--- config.mk ---
export PLATFORM = sky130hd
export DESIGN_NAME = prog_cmd_deframer
export DESIGN_NICKNAME = d
export VERILOG_FILES = /design/src/rtl/prog_cmd_deframer.sv
export SDC_FILE = /design/constraint.sdc
export NUM_CORES = 1
export LEC_CHECK = 0
export BUFFER_PORTS_ARGS = -buffer_cell sky130_fd_sc_hd__clkbuf_2
export CAP_MARGIN = 0
export CORE_ASPECT_RATIO = 0.6
export CORE_MARGIN = 2
export CORE_UTILIZATION = 60
export CTS_BUF_LIST = sky130_fd_sc_hd__clkbuf_4 sky130_fd_sc_hd__clkbuf_8 sky130_fd_sc_hd__clkbuf_16
export CTS_CLUSTER_DIAMETER = 150
export CTS_CLUSTER_SIZE = 8
export DETAILED_ROUTE_END_ITERATION = 6
export GPL_TIMING_DRIVEN = 0
export PLACE_DENSITY = 0.77
export SETUP_SLACK_MARGIN = 0.1
export SLEW_MARGIN = 15
export SYNTH_ARGS = -nofsm -noshare
export SYNTH_HDL_FRONTEND = slang
export SYNTH_SLANG_ARGS = --single-unit
export TNS_END_PERCENT = 10
--- constraint.sdc ---
create_clock -name clk -period 4.62 [get_ports clk]
set_input_delay 0.693 -clock clk [delete_from_list [all_inputs] [get_ports clk]]
set_output_delay 0.693 -clock clk [all_outputs]
set_load 0.03 [all_outputs]
--- src/rtl/prog_cmd_deframer.sv ---
// Collects 13-nibble programming frames (addr/op/data) into a small command FIFO for the executor.
// Build with PROG_OPCODE_CHK_EN defined to drop frames with unknown opcodes and pulse err_opcode.
module prog_cmd_deframer #(
  parameter int DEPTH = 2
) (
  input  logic                     clk,
  input  logic                     rst_n,
  input  logic [3:0]               prog_nibble_in,
  input  logic                     prog_nibble_in_valid,
  output logic                     cmd_valid,
  input  logic                     cmd_ready,
  output logic [11:0]              cmd_addr,
  output logic [7:0]               cmd_op,
  output logic [31:0]              cmd_data,
  output logic                     frame_busy,
  output logic [$clog2(DEPTH):0]   fifo_count,
  output logic                     err_abort,
  output logic                     err_overflow,
  output logic                     err_opcode
);

  localparam int PW = $clog2(DEPTH);
  localparam int CW = PW + 1;
  localparam logic [3:0] LAST_IDX = 4'd12;
  localparam logic [7:0] OP_WRITE = 8'h02;
`ifdef PROG_OPCODE_CHK_EN
  localparam logic [7:0] OP_READ  = 8'h03;
  localparam logic [7:0] OP_ADD   = 8'h10;
  localparam logic [7:0] OP_MUL   = 8'h12;
`endif

  // Frame assembly state
  logic [3:0]    r_cnt;
  logic [11:0]   r_addr;
  logic [7:0]    r_op;
  logic [27:0]   r_data_lo;

  // Command FIFO storage and pointers
  logic [11:0]   r_mem_addr [DEPTH];
  logic [7:0]    r_mem_op   [DEPTH];
  logic [31:0]   r_mem_data [DEPTH];
  logic [PW-1:0] r_wr_ptr;
  logic [PW-1:0] r_rd_ptr;
  logic [CW-1:0] r_count;

  logic          r_err_abort;
  logic          r_err_overflow;

  logic          w_last;
  logic          w_op_ok;
  logic [31:0]   w_frame_data;
  logic [31:0]   w_push_data;
  logic          w_push_req;
  logic          w_full;
  logic          w_pop;
  logic          w_push;
  logic          w_overflow;
  logic          w_abort;

  assign w_last       = prog_nibble_in_valid && (r_cnt == LAST_IDX);
  assign w_abort      = !prog_nibble_in_valid && (r_cnt != 4'd0);
  // The final data nibble is used straight off the port so the frame can be pushed on its own edge.
  assign w_frame_data = {prog_nibble_in, r_data_lo};
  assign w_push_data  = (r_op == OP_WRITE) ? w_frame_data : 32'h0;

`ifdef PROG_OPCODE_CHK_EN
  logic r_err_opcode;
  assign w_op_ok = (r_op == OP_WRITE) || (r_op == OP_READ) ||
                   (r_op == OP_ADD)   || (r_op == OP_MUL);
  assign err_opcode = r_err_opcode;
`else
  assign w_op_ok    = 1'b1;
  assign err_opcode = 1'b0;
`endif

  // Handshake: a beat transfers on any rising edge where cmd_valid && cmd_ready are both high;
  // while cmd_valid is high and cmd_ready low, the head fields are held unchanged.
  assign w_push_req = w_last && w_op_ok;
  assign w_full     = (r_count == CW'(DEPTH));
  assign w_pop      = cmd_valid && cmd_ready;
  assign w_push     = w_push_req && (!w_full || w_pop);
  assign w_overflow = w_push_req && w_full && !w_pop;

  always_ff @(posedge clk or negedge rst_n) begin
    if (!rst_n) begin
      r_cnt     <= 4'd0;
      r_addr    <= 12'h0;
      r_op      <= 8'h0;
      r_data_lo <= 28'h0;
    end else if (prog_nibble_in_valid) begin
      r_cnt <= (r_cnt == LAST_IDX) ? 4'd0 : r_cnt + 4'd1;
      case (r_cnt)
        4'd0:    r_addr[3:0]  <= prog_nibble_in;
        4'd1:    r_addr[7:4]  <= prog_nibble_in;
        4'd2:    r_addr[11:8] <= prog_nibble_in;
        4'd3:    r_op[3:0]    <= prog_nibble_in;
        4'd4:    r_op[7:4]    <= prog_nibble_in;
        4'd12:   r_data_lo    <= r_data_lo;
        // idx 5..11 shift in from the top; after seven shifts idx 5 sits in data[3:0].
        default: r_data_lo    <= {prog_nibble_in, r_data_lo[27:4]};
      endcase
    end else begin
      r_cnt <= 4'd0;
    end
  end

  always_ff @(posedge clk or negedge rst_n) begin
    if (!rst_n) begin
      r_err_abort    <= 1'b0;
      r_err_overflow <= 1'b0;
    end else begin
      r_err_abort    <= w_abort;
      r_err_overflow <= w_overflow;
    end
  end

`ifdef PROG_OPCODE_CHK_EN
  always_ff @(posedge clk or negedge rst_n) begin
    if (!rst_n) begin
      r_err_opcode <= 1'b0;
    end else begin
      r_err_opcode <= w_last && !w_op_ok;
    end
  end
`endif

  always_ff @(posedge clk or negedge rst_n) begin
    if (!rst_n) begin
      for (int i = 0; i < DEPTH; i++) begin
        r_mem_addr[i] <= 12'h0;
        r_mem_op[i]   <= 8'h0;
        r_mem_data[i] <= 32'h0;
      end
      r_wr_ptr <= '0;
      r_rd_ptr <= '0;
      r_count  <= '0;
    end else begin
      if (w_push) begin
        r_mem_addr[r_wr_ptr] <= r_addr;
        r_mem_op[r_wr_ptr]   <= r_op;
        r_mem_data[r_wr_ptr] <= w_push_data;
        r_wr_ptr             <= r_wr_ptr + PW'(1);
      end
      if (w_pop) begin
        r_rd_ptr <= r_rd_ptr + PW'(1);
      end
      case ({w_push, w_pop})
        2'b10:   r_count <= r_count + CW'(1);
        2'b01:   r_count <= r_count - CW'(1);
        default: r_count <= r_count;
      endcase
    end
  end

  assign cmd_valid    = (r_count != '0);
  assign cmd_addr     = cmd_valid ? r_mem_addr[r_rd_ptr] : 12'h0;
  assign cmd_op       = cmd_valid ? r_mem_op[r_rd_ptr]   : 8'h0;
  assign cmd_data     = cmd_valid ? r_mem_data[r_rd_ptr] : 32'h0;
  assign frame_busy   = (r_cnt != 4'd0);
  assign fifo_count   = r_count;
  assign err_abort    = r_err_abort;
  assign err_overflow = r_err_overflow;

endmodule

==> flow_summary.json, run 1 <==
{
  "dpl.hpwl_mm": 10.00,
  "post-route-drc-count": 0,
  "mostFrequentLayoutCell": "sky130_fd_sc_hd__dfrtp_1",
  "finalCritPeriodShare": 0.6933,
  "cts.path.max_buffers": 2,
  "min_path_type": "in -> async",
  "place_congestion": 0.8553,
  "grt_pass1_wl_mm": 23.87,
  "die-width_um": 146.1,
  "r2r_start": "r_cnt[0]",
  "seq_area_mm2": 0.004054,
  "relSlewSlack": 0.4213,
  "nFillCells": 842,
  "powerDensity_mw_per_mm2": 472.5,
  "rsz0062_at_grt": "no",
  "rr_endpoint": "r_mem_data[2]",
  "timing_hold_violations_final": 0,
  "timing.max_cap.violations": 0,
  "post_syn_nets": 546,
  "worst_pin_slew_ps": 864.2,
  "layout.core_utilization": 0.7039,
  "synth_ff_type": "sky130_fd_sc_hd__dfrtp_1",
  "timing_worst_setup_path_type": "reg -> out",
  "post_layout_nonfiller_instances": 793,
  "global_route.overflow_total": 0,
  "reg2reg_slack_ps": 1730,
  "grt_use_total": 0.2433,
  "detailedRoute.firstPassIterationCount": 4,
  "edff_count_synth": 0,
  "power.leakage_nw": 4.397,
  "synth.top_cells.by_area": "sky130_fd_sc_hd__dfrtp_1, sky130_fd_sc_hd__mux2_2, sky130_fd_sc_hd__mux2i_1, sky130_fd_sc_hd__and3_1, sky130_fd_sc_hd__nor2_1",
  "report.final.slew_viol_count": 0,
  "initial_core_util": 0.6081,
  "synth.lib_cells_used.distinct": 36,
  "end_kind": "primary output",
  "cts_buffers": 17,
  "time_the_worst_path_needs_with_i_o_delays_and_setup_ps": 3203,
  "drt_wl_total_mm": 15.16,
  "cts_resized": 0,
  "ant_nets": 0,
  "cell_count_post_placement": 764,
  "clk_tree_root_cell": "sky130_fd_sc_hd__clkbuf_16",
  "worstPathRequired_ps": 3930,
  "asyncSetResetFlopFracSynth": 1.000,
  "ctsHtreeMaxLevel": 4,
  "floorplan.rows": 31,
  "report.power.total_mw": 3.973,
  "clock_sink_count": 162,
  "die_y_um": 89.23,
  "syn-cell-area_mm2": 0.007264,
  "reg_clk_slew_reported_paths_ps": 60,
  "grt_max_degree": 96,
  "design.final.nets": 631,
  "routedWlPerCell_um": 19.11,
  "postCtsHoldBufs": 0,
  "commonest_non_fill_non_tap_cells_in_the_layout": "sky130_fd_sc_hd__dfrtp_1, sky130_fd_sc_hd__mux2_2, sky130_fd_sc_hd__clkbuf_2, sky130_fd_sc_hd__nor2_1, sky130_fd_sc_hd__mux2i_1",
  "finalSetupViolCount": 0,
  "post_synth_inst_count": 533,
  "status": "completed",
  "syn2layout_area_growth_pct": 15.76,
  "setup_total_negative_slack_ps": 0,
  "fmaxAchievable_mhz": 312.2,
  "initialDrtViolationCount": 266,
  "post_cts.repair.setup_buffers": 0,
  "synth.avg_cell_area_um2": 13.63,
  "critical_path_peak_fanout": 10,
  "portBuffers": 65,
  "netlist.area_leader.share": 0.5580,
  "worstSetupStartpointType": "register",
  "ys_seq_elements": 162,
  "synthesis.yosys.warnings": 0,
  "io-pin-count": 67,
  "max-vdd-ir-drop_uv": 321.4,
  "fraction_of_layout_instances_using_a_drive_strength_above_1": 0.4331,
  "critical_path.startpoint": "r_rd_ptr",
  "floorplan.core_area_mm2": 0.01195,
  "netlist.top_cell.by_area": "sky130_fd_sc_hd__dfrtp_1",
  "worstPathArrival_ps": 2510,
  "worst-r2r-cell-count": 7,
  "route.detailed.vias_per_inst": 5.533,
  "grt_antenna_before_repair": 0,
  "worstSkewPairLatency_ps": 420,
  "multi_input_comb_area_mm2": 0.003012,
  "worst_clock_skew_ps": 8.596,
  "grt_pass1_vias": 4471,
  "portion_of_the_post_synthesis_area_used_by_sequential_elements": 0.5580,
  "die-area_mm2": 0.01303,
  "vias": 4388,
  "diodes": 0,
  "cts_tree": "yes"
}
==> flip-flops by register name (all words and copies together), names as in the netlist <==
signal,count
r_cnt,4
r_rd_ptr,1
err_abort,1
r_data_lo,28
r_op,8
fifo_count,2
r_addr,12
r_mem_addr,24
r_mem_data,64
r_wr_ptr,1
r_mem_op,16
err_overflow,1
==> worst max path at each step <==
stage,slack (ps),end,depth (start not counted)
2_1_floorplan,2330,cmd_addr[10],4
3_3_place_gp,250,r_mem_data[17],1
3_5_place_dp,1780,r_mem_data[30],7
4_1_cts,1390,cmd_addr[9],5
5_1_grt,1300,cmd_addr[9],5
6_report,1420,cmd_addr[9],5
==> where the power goes <==
part	total (mW)	leakage [nW]	internal (mW)	switching (mW)
clock	1.36	0.273	0.812	0.551
combinational	0.824	1.96	0.357	0.467
sequential	1.79	2.16	1.61	0.172
total	3.97	4.40	2.78	1.19
==> cell type report <==
| type | instances | share of cell area |
|---|---|---|
| Buffer | 35 | 0.02291 |
| Clock buffer | 19 | 0.05386 |
| Clock inverter | 10 | 0.01324 |
| Inverter | 5 | 0.002232 |
| Multi-Input combinational cell | 331 | 0.3581 |
| Sequential cell | 162 | 0.4821 |
| Tap cell | 165 | 0.02455 |
| Timing Repair Buffer | 66 | 0.04300 |
==> synth_stat cells (3+ instances only) <==
library cell / number
sky130_fd_sc_hd__dfrtp_1: 162
sky130_fd_sc_hd__mux2_2: 142
sky130_fd_sc_hd__nor2_1: 55
sky130_fd_sc_hd__mux2i_1: 52
sky130_fd_sc_hd__and3_1: 35
sky130_fd_sc_hd__clkbuf_1: 16
sky130_fd_sc_hd__buf_4: 11
sky130_fd_sc_hd__mux2_4: 10
sky130_fd_sc_hd__ha_1: 5
sky130_fd_sc_hd__inv_1: 5
sky130_fd_sc_hd__a21oi_1: 4
sky130_fd_sc_hd__buf_2: 3
sky130_fd_sc_hd__xnor2_1: 3
==> critical path: stages, from the launching register on <==
cell and delay, ps:
sky130_fd_sc_hd__dfrtp_1 330, sky130_fd_sc_hd__clkbuf_1 440, sky130_fd_sc_hd__buf_1 710, sky130_fd_sc_hd__mux2i_1 320, sky130_fd_sc_hd__nor2_1 80, sky130_fd_sc_hd__clkbuf_2 220
==> per-layer routing <==
layer | routed length [µm] | part of all wire | global-route usage
met5 | 0 | 0 | 0
met4 | 142 | 0.0094 | 0.08120
met3 | 614 | 0.041 | 0.05357
met2 | 6955 | 0.46 | 0.3816
met1 | 7442 | 0.49 | 0.3453
==> logic make-up after synthesis <==
group,synth area share
XOR/XNOR,0.006029
AND/OR/NAND/NOR,0.07579
buffers and inverters,0.02911
multiplexers,0.3124
adder cells (fa/ha/maj),0.008612
flip-flops,0.5580
other,0.0005162
AO/OA/AOI/OAI,0.009474
==> through the flow <==
step | setup slack (ps) | hold slack (ps) | cell area [µm²]
after global routing | 1304 | 302.7 | 8409
after CTS | 1394 | 285.4 | 8397
after detailed placement | 1782 | 490.7 | 7833
after floorplan | 2326 | 397.4 | 7264
after global placement | 249.2 | 484.5 | 7796
final | 1417 | 263.5 | 8409
Power figures use the tool's default switching activity.
==> run 2: changes to the inputs <==
CORE_UTILIZATION = 53   (was 60)
PLACE_DENSITY = 0.72   (was 0.77)
clock period = 2.6 ns   (was 4.62 ns; I/O delays follow)
==> run 2 against run 1 <==
  * Register-to-register slack got worse by 1600 ps
  * Global-route usage decreased by 2.0 points
  * Largest power group unchanged
  * Die area increased by 13%
==> flow_summary.json, run 2 (synthesis results as in run 1) <==
{
  "status": "completed",
  "initialDrtViolationCount": 228,
  "largest_reg_flops": 64,
  "timing.max_cap.violations": 0,
  "io-pin-count": 67,
  "ctsHtreeMaxLevel": 4,
  "dpl.hpwl_mm": 10.25,
  "detailed_place.area_mm2": 0.007845,
  "routedWlPerCell_um": 18.69,
  "clock_sink_count": 162,
  "finalCritPeriodShare": 0.9467,
  "layout.core_utilization": 0.6349,
  "report.final.slew_viol_count": 0,
  "power.leakage_nw": 4.483,
  "cpMaxStageDelayCell": "sky130_fd_sc_hd__a221oi_4",
  "reg2reg_slack_ps": 140,
  "min-delay-start": "prog_nibble_in_valid",
  "route.detailed.vias_per_inst": 5.434,
  "worstSkewPairLatency_ps": 420,
  "cell_count_post_placement": 774,
  "portBuffers": 65,
  "clk_tree_root_cell": "sky130_fd_sc_hd__clkbuf_16",
  "postLayoutCellArea_mm2": 0.008572,
  "grt_pass1_vias": 4629,
  "ant_nets": 0,
  "timing.critical_path.slowest_cell_delay_ps": 630,
  "relSlewSlack": 0.1696,
  "drt_wl_total_mm": 15.16,
  "fmaxAchievable_mhz": 406.3,
  "timing_hold_violations_final": 0,
  "commonest_non_fill_non_tap_cells_in_the_layout": "sky130_fd_sc_hd__dfrtp_1, sky130_fd_sc_hd__mux2_2, sky130_fd_sc_hd__clkbuf_2, sky130_fd_sc_hd__nor2_1, sky130_fd_sc_hd__mux2i_1",
  "global_route.overflow_total": 0,
  "rr_endpoint": "r_data_lo[12]",
  "die-area_mm2": 0.01469,
  "initial_core_util": 0.5380,
  "worst-r2r-cell-count": 6,
  "floorplan.rows": 33,
  "cts_buffers": 17,
  "diodes": 0,
  "design.final.nets": 636,
  "cts_tree": "yes",
  "reg_clk_slew_reported_paths_ps": 70,
  "critical_path_peak_fanout": 10,
  "mostFrequentLayoutCell": "sky130_fd_sc_hd__dfrtp_1",
  "vias": 4407,
  "critical-path-top-delay-family": "compound AO/OA/AOI/OAI gates",
  "post_layout_nonfiller_instances": 811,
  "end_kind": "register",
  "finalSetupViolCount": 0,
  "die_y_um": 94.69,
  "r2r_start": "r_cnt[0]",
  "post-route-drc-count": 0,
  "floorplan.core_area_mm2": 0.01350,
  "nFillCells": 1008,
  "cts.path.max_buffers": 2,
  "worst_pin_slew_ps": 1228,
  "hold_path_end": "err_abort",
  "die-width_um": 155.1,
  "rsz0062_at_grt": "yes",
  "timing.critical_path.buf_inv": 2,
  "fraction_of_layout_instances_using_a_drive_strength_above_1": 0.4513,
  "powerDensity_mw_per_mm2": 847.8,
  "place_congestion": 0.8167,
  "time_the_worst_path_needs_with_i_o_delays_and_setup_ps": 2461,
  "syn2layout_area_growth_pct": 18.00,
  "min_path_type": "in -> reg",
  "reg_top3": "r_mem_data: 64 flops, r_data_lo: 28 flops, r_mem_addr: 24 flops",
  "grt_pass1_wl_mm": 24.72,
  "worstSetupStartpointType": "register",
  "hold_depth": 2,
  "grt_antenna_before_repair": 0,
  "detailedRoute.firstPassIterationCount": 4,
  "worstPathArrival_ps": 2760,
  "grt_max_degree": 89,
  "max-vdd-ir-drop_uv": 568.0,
  "timing_worst_setup_path_type": "reg -> reg",
  "worst_clock_skew_ps": 10.90,
  "grt_use_total": 0.2237,
  "path_cells": "inv_1, ha_1, or3_4, a221oi_4, buf_6, mux2_2",
  "registers.top_by_ff_count": "r_mem_data",
  "report.power.total_mw": 7.267,
  "worstPathRequired_ps": 2900
}
[run 2: cell types whose count changed in the layout (fill, tap and decap cells not counted), sizes merged]
cell / previous run / this run
buf: 19 / 23
clkbuf: 101 / 105
clkinvlp: 3 / 1
clkinv: 4 / 5
dlygate4sd3: 0 / 1
[run 2: worst max path at each step]
stage | startpoint | endpoint | cells after the start
after global routing | r_cnt[0] | r_data_lo[12] | 6
after CTS | r_cnt[0] | r_mem_addr[15] | 7
after detailed placement | r_cnt[0] | r_mem_data[29] | 7
after global placement | rst_n | r_mem_data[50] | 1
after floorplan | r_cnt[0] | r_data_lo[17] | 6
final | r_cnt[0] | r_data_lo[12] | 6
[run 2: where the power goes]
group	total, mW	leakage (nW)	switching, mW	internal (mW)
clock	2.62	0.306	1.04	1.58
combinational	1.48	2.01	0.836	0.647
sequential	3.17	2.16	0.298	2.87
[run 2: cell type report]
class	count	area (µm²)	area share
well taps	175	219.0	0.02554
multi-input cells	331	3020	0.3524
inverters	5	18.77	0.002189
clock buffers	23	508.0	0.05926
repair buffers	71	426.7	0.04977
flip-flops and latches	162	4055	0.4731
clock inverters	9	120.1	0.01401
plain buffers	35	203.9	0.02379
[run 2: worst register-to-register path: cells and delay by family, from the launching register on]
kind	cells	cell delay [ps]
multiplexers	1	350
buffers and inverters	2	330
flip-flops	1	420
AO/OA/AOI/OAI	1	630
AND/OR/NAND/NOR	1	400
adder cells (fa/ha/maj)	1	210
[run 2: stage by stage]
step	hold slack [ps]	setup WS, ps	setup TNS (ps)
global route	256.4	45.86	0
floorplan	94.41	425.3	0
finish	256.4	138.7	0
CTS	234.8	-80.86	-3095
detailed placement	450.8	-323.4	-24830
global placement	484.2	-1488	-251850
[run 2: what timing repair did]
action,4_1_cts,5_1_grt
hold endpoints to repair,1,0
hold buffers,1,0
pin swaps,3,2
gates resized for setup,12,0
setup buffers,2,2
endpoints found under the setup margin,173,121
[run 2: layer usage]
metal | track usage | up-vias | part of all wire
li1 | - | 2048 | -
met1 | 0.3358 | 2276 | 0.52
met2 | 0.3311 | 68 | 0.44
met3 | 0.05920 | 15 | 0.034
met4 | 0.04321 | 0 | 0.010
met5 | 0 | - | 0
==> run 3: changes to the inputs <==
ABC_AREA = 1   (was unset)
CORE_UTILIZATION = 54   (was 53)
PLACE_DENSITY = 0.73   (was 0.72)
==> run 3 against run 2 <==
  * The flow now finishes with violations (hold timing)
  * Global-route usage rose by 4.5 points
  * Power rose by 7.2%
  * Core utilization is 0.51 points higher
  * Critical path type is now reg -> out
  * Highest routed layer unchanged
==> flow_summary.json, run 3 <==
{
  "status": "finished with violations",
  "failed_checks": "hold timing",
  "fmaxAchievable_mhz": 411.0,
  "power_frac_seq": 0.402,
  "synthMuxAreaShare": 0,
  "relSlewSlack": 0.5518,
  "route.detailed.vias_per_inst": 5.127,
  "timing.critical_path.slowest_cell_delay_ps": 520,
  "setup_total_negative_slack_ps": 0,
  "clk_tree_root_cell": "sky130_fd_sc_hd__clkbuf_16",
  "synth.top_cells.by_area": "sky130_fd_sc_hd__dfrtp_1, sky130_fd_sc_hd__nand2_1, sky130_fd_sc_hd__a21oi_1, sky130_fd_sc_hd__inv_1, sky130_fd_sc_hd__o21ai_2",
  "synth_xor_area_frac": 0.004742,
  "post_layout_nonfiller_instances": 1192,
  "postLayoutCellArea_mm2": 0.008641,
  "netlist.area_leader.share": 0.5487,
  "die-area_mm2": 0.01466,
  "path_cells": "inv_2, clkbuf_2, nand2_1, a21oi_1, clkbuf_2",
  "reg_top3": "r_mem_data: 64 flops, r_data_lo: 28 flops, r_mem_addr: 24 flops",
  "synth.avg_cell_area_um2": 8.040,
  "worst_pin_slew_ps": 672.4,
  "timing_hold_violations_final": 2,
  "top_count_cell_post_synth": "sky130_fd_sc_hd__nand2_1",
  "syn2layout_area_growth_pct": 16.95,
  "min_path_type": "in -> async",
  "nFillCells": 1179,
  "finalCritPeriodShare": 0.9358,
  "reg2reg_slack_ps": 490,
  "largest_reg_flops": 64,
  "rsz0062_at_grt": "yes",
  "post_syn_nets": 932,
  "grt_pass1_vias": 5746,
  "finalSetupViolCount": 0,
  "combinational_family_with_the_most_area_after_synthesis": "simple AND/OR/NAND/NOR gates",
  "fraction_of_layout_instances_using_a_drive_strength_above_1": 0.1740,
  "asyncSetResetFlopFracSynth": 1.000,
  "timing_worst_setup_path_type": "reg -> out",
  "ys_seq_elements": 162,
  "critical-path-top-cell-by-count": "sky130_fd_sc_hd__clkbuf_2",
  "edff_count_synth": 0,
  "floorplan.rows": 33,
  "global_route.overflow_total": 0,
  "worst-r2r-cell-count": 8,
  "power.clock.fraction": 0.347,
  "syn-cell-area_mm2": 0.007388,
  "cell_count_post_placement": 1159,
  "grt_pass1_wl_mm": 30.10,
  "routedWlPerCell_um": 15.17,
  "timing.max_cap.violations": 0,
  "drt_wl_total_mm": 18.08,
  "initialDrtViolationCount": 526,
  "synth_ff_type": "sky130_fd_sc_hd__dfrtp_1",
  "vias": 6111,
  "r2r_start": "r_cnt[0]",
  "initial_core_util": 0.5472,
  "yosys.area_share.adder": 0.008467,
  "combPwrFrac": 0.251,
  "rr_endpoint": "r_mem_op[7]",
  "report.final.slew_viol_count": 0,
  "fin_hold_ws_ps": -3.122,
  "detailedRoute.firstPassIterationCount": 5,
  "grt_use_total": 0.2691,
  "cell_internal_pwr_mw": 5.057,
  "clock_sink_count": 162,
  "power.leakage_nw": 4.544,
  "post_synth_inst_count": 919,
  "dpl.hpwl_mm": 12.00,
  "portion_of_the_post_synthesis_area_used_by_sequential_elements": 0.5487,
  "post-route-drc-count": 0,
  "worst_clock_skew_ps": 7.829,
  "synthTopCellsByCount": "sky130_fd_sc_hd__nand2_1, sky130_fd_sc_hd__dfrtp_1, sky130_fd_sc_hd__inv_1",
  "synth.lib_cells_used.distinct": 29,
  "cts_tree": "yes",
  "report.power.total_mw": 7.793,
  "mostFrequentLayoutCell": "sky130_fd_sc_hd__nand2_1",
  "place_congestion": 0.8244,
  "compound_gate_fraction_of_synth_area": 0.08806,
  "worstPathRequired_ps": 2210,
  "design.final.nets": 1017,
  "grt_antenna_before_repair": 0,
  "worstPathArrival_ps": 2040,
  "ant_nets": 0,
  "end_kind": "primary output",
  "cts_buffers": 17,
  "die-width_um": 155.0,
  "powerDensity_mw_per_mm2": 901.9,
  "reg_clk_slew_reported_paths_ps": 60,
  "max-vdd-ir-drop_uv": 516.5,
  "grt_max_degree": 83,
  "netlist.top_cell.by_area": "sky130_fd_sc_hd__dfrtp_1",
  "p_switching_mw": 2.737,
  "ctsHtreeMaxLevel": 4,
  "cpMaxStageDelayCell": "sky130_fd_sc_hd__dfrtp_1",
  "portBuffers": 64,
  "worstSkewPairLatency_ps": 420,
  "worstSetupStartpointType": "register",
  "detailed_place.area_mm2": 0.007964,
  "share_of_synthesized_cell_area_in_and_or_nand_and_nor_gates": 0.2732,
  "switching_share": 0.3512,
  "diodes": 0,
  "cts.path.max_buffers": 2,
  "time_the_worst_path_needs_with_i_o_delays_and_setup_ps": 2433,
  "registers.top_by_ff_count": "r_mem_data",
  "commonest_non_fill_non_tap_cells_in_the_layout": "sky130_fd_sc_hd__nand2_1, sky130_fd_sc_hd__dfrtp_1, sky130_fd_sc_hd__clkbuf_2, sky130_fd_sc_hd__inv_1, sky130_fd_sc_hd__a21oi_1",
  "critical_path_peak_fanout": 10,
  "die_y_um": 94.61,
  "critical_path.endpoint": "cmd_op[7]",
  "floorplan.core_area_mm2": 0.01350,
  "io-pin-count": 67,
  "synthesis.yosys.warnings": 0,
  "critical_path.startpoint": "r_rd_ptr"
}
[run 3: metal layers]
layer | vias to the layer above | share of wire | GRT usage | wire length [µm]
met4 | 0 | 0.010 | 0.06327 | 184
met2 | 212 | 0.41 | 0.3807 | 7360
met3 | 18 | 0.071 | 0.06976 | 1290
li1 | 3011 | - | - | -
met1 | 2870 | 0.51 | 0.4150 | 9242
met5 | - | 0 | 0 | 0
[run 3: how the worst min path moves through the flow]
stage | from | to | slack (ps) | cells after the start
detailed placement | r_data_lo[2] | r_data_lo[2] | 460 | 2
finish | rst_n | r_mem_data[60] | -3 | 1
floorplan | rst_n | err_abort | 90 | 0
global route | rst_n | r_mem_data[60] | 50 | 1
CTS | rst_n | r_mem_data[60] | 40 | 1
global placement | r_data_lo[2] | r_data_lo[2] | 460 | 2
[run 3: logic make-up after synthesis]
group,count (synthesis)
xor gates and xnor gates,4
and+or+nand+nor,515
buffers and inverters,117
other,1
DFF,162
adders and majority gates,5
AOI/OAI and AO/OA,115
[run 3: final cells by class]
class,count,area (µm²),area share
timing repair buffer,67,371.6,0.04301
sequential,162,4054,0.4692
multi-input combinational,640,2774,0.3210
inverter,67,254.0,0.02939
tap,175,219.0,0.02534
clock inverter,12,180.2,0.02085
clock buffer,20,460.4,0.05329
buffer,49,327.8,0.03794
[run 3: through the flow]
step / util / hold slack [ps] / setup WS [ps]
after floorplan: - / 94.41 / 344.6
after detailed placement: 0.5898 / 464.8 / 276.3
after CTS: 0.6400 / 35.13 / 113.6
after global placement: 0.5872 / 458.1 / -1751
final: 0.6400 / -3.122 / 166.9
after global routing: 0.6400 / 50.77 / 55.91
[run 3: power by group through the flow]
stage / combinational (mW) / sequential, mW / clock, mW
finish: 1.95 / 3.14 / 2.70
global route: 2.16 / 3.19 / 2.86
global placement: 1.88 / 3.14 / 0
floorplan: 1.29 / 3.12 / 0
detailed placement: 1.92 / 3.15 / 0
CTS: 1.99 / 3.11 / 2.73
[run 3: worst max-delay path: cells and delay by family, from the launching register on]
kind	cells	cell delay [ps]
simple gates	1	120
compound gates	1	200
flops	1	520
buf+inv	3	780
[run 3: what timing repair did]
| item | CTS | global route |
|---|---|---|
| hold buffers | 0 | 0 |
| setup endpoints to repair | 51 | 32 |
| endpoints found under the hold margin | 0 | 0 |
| setup buffers | 2 | 0 |
| gates resized for setup | 16 | 2 |
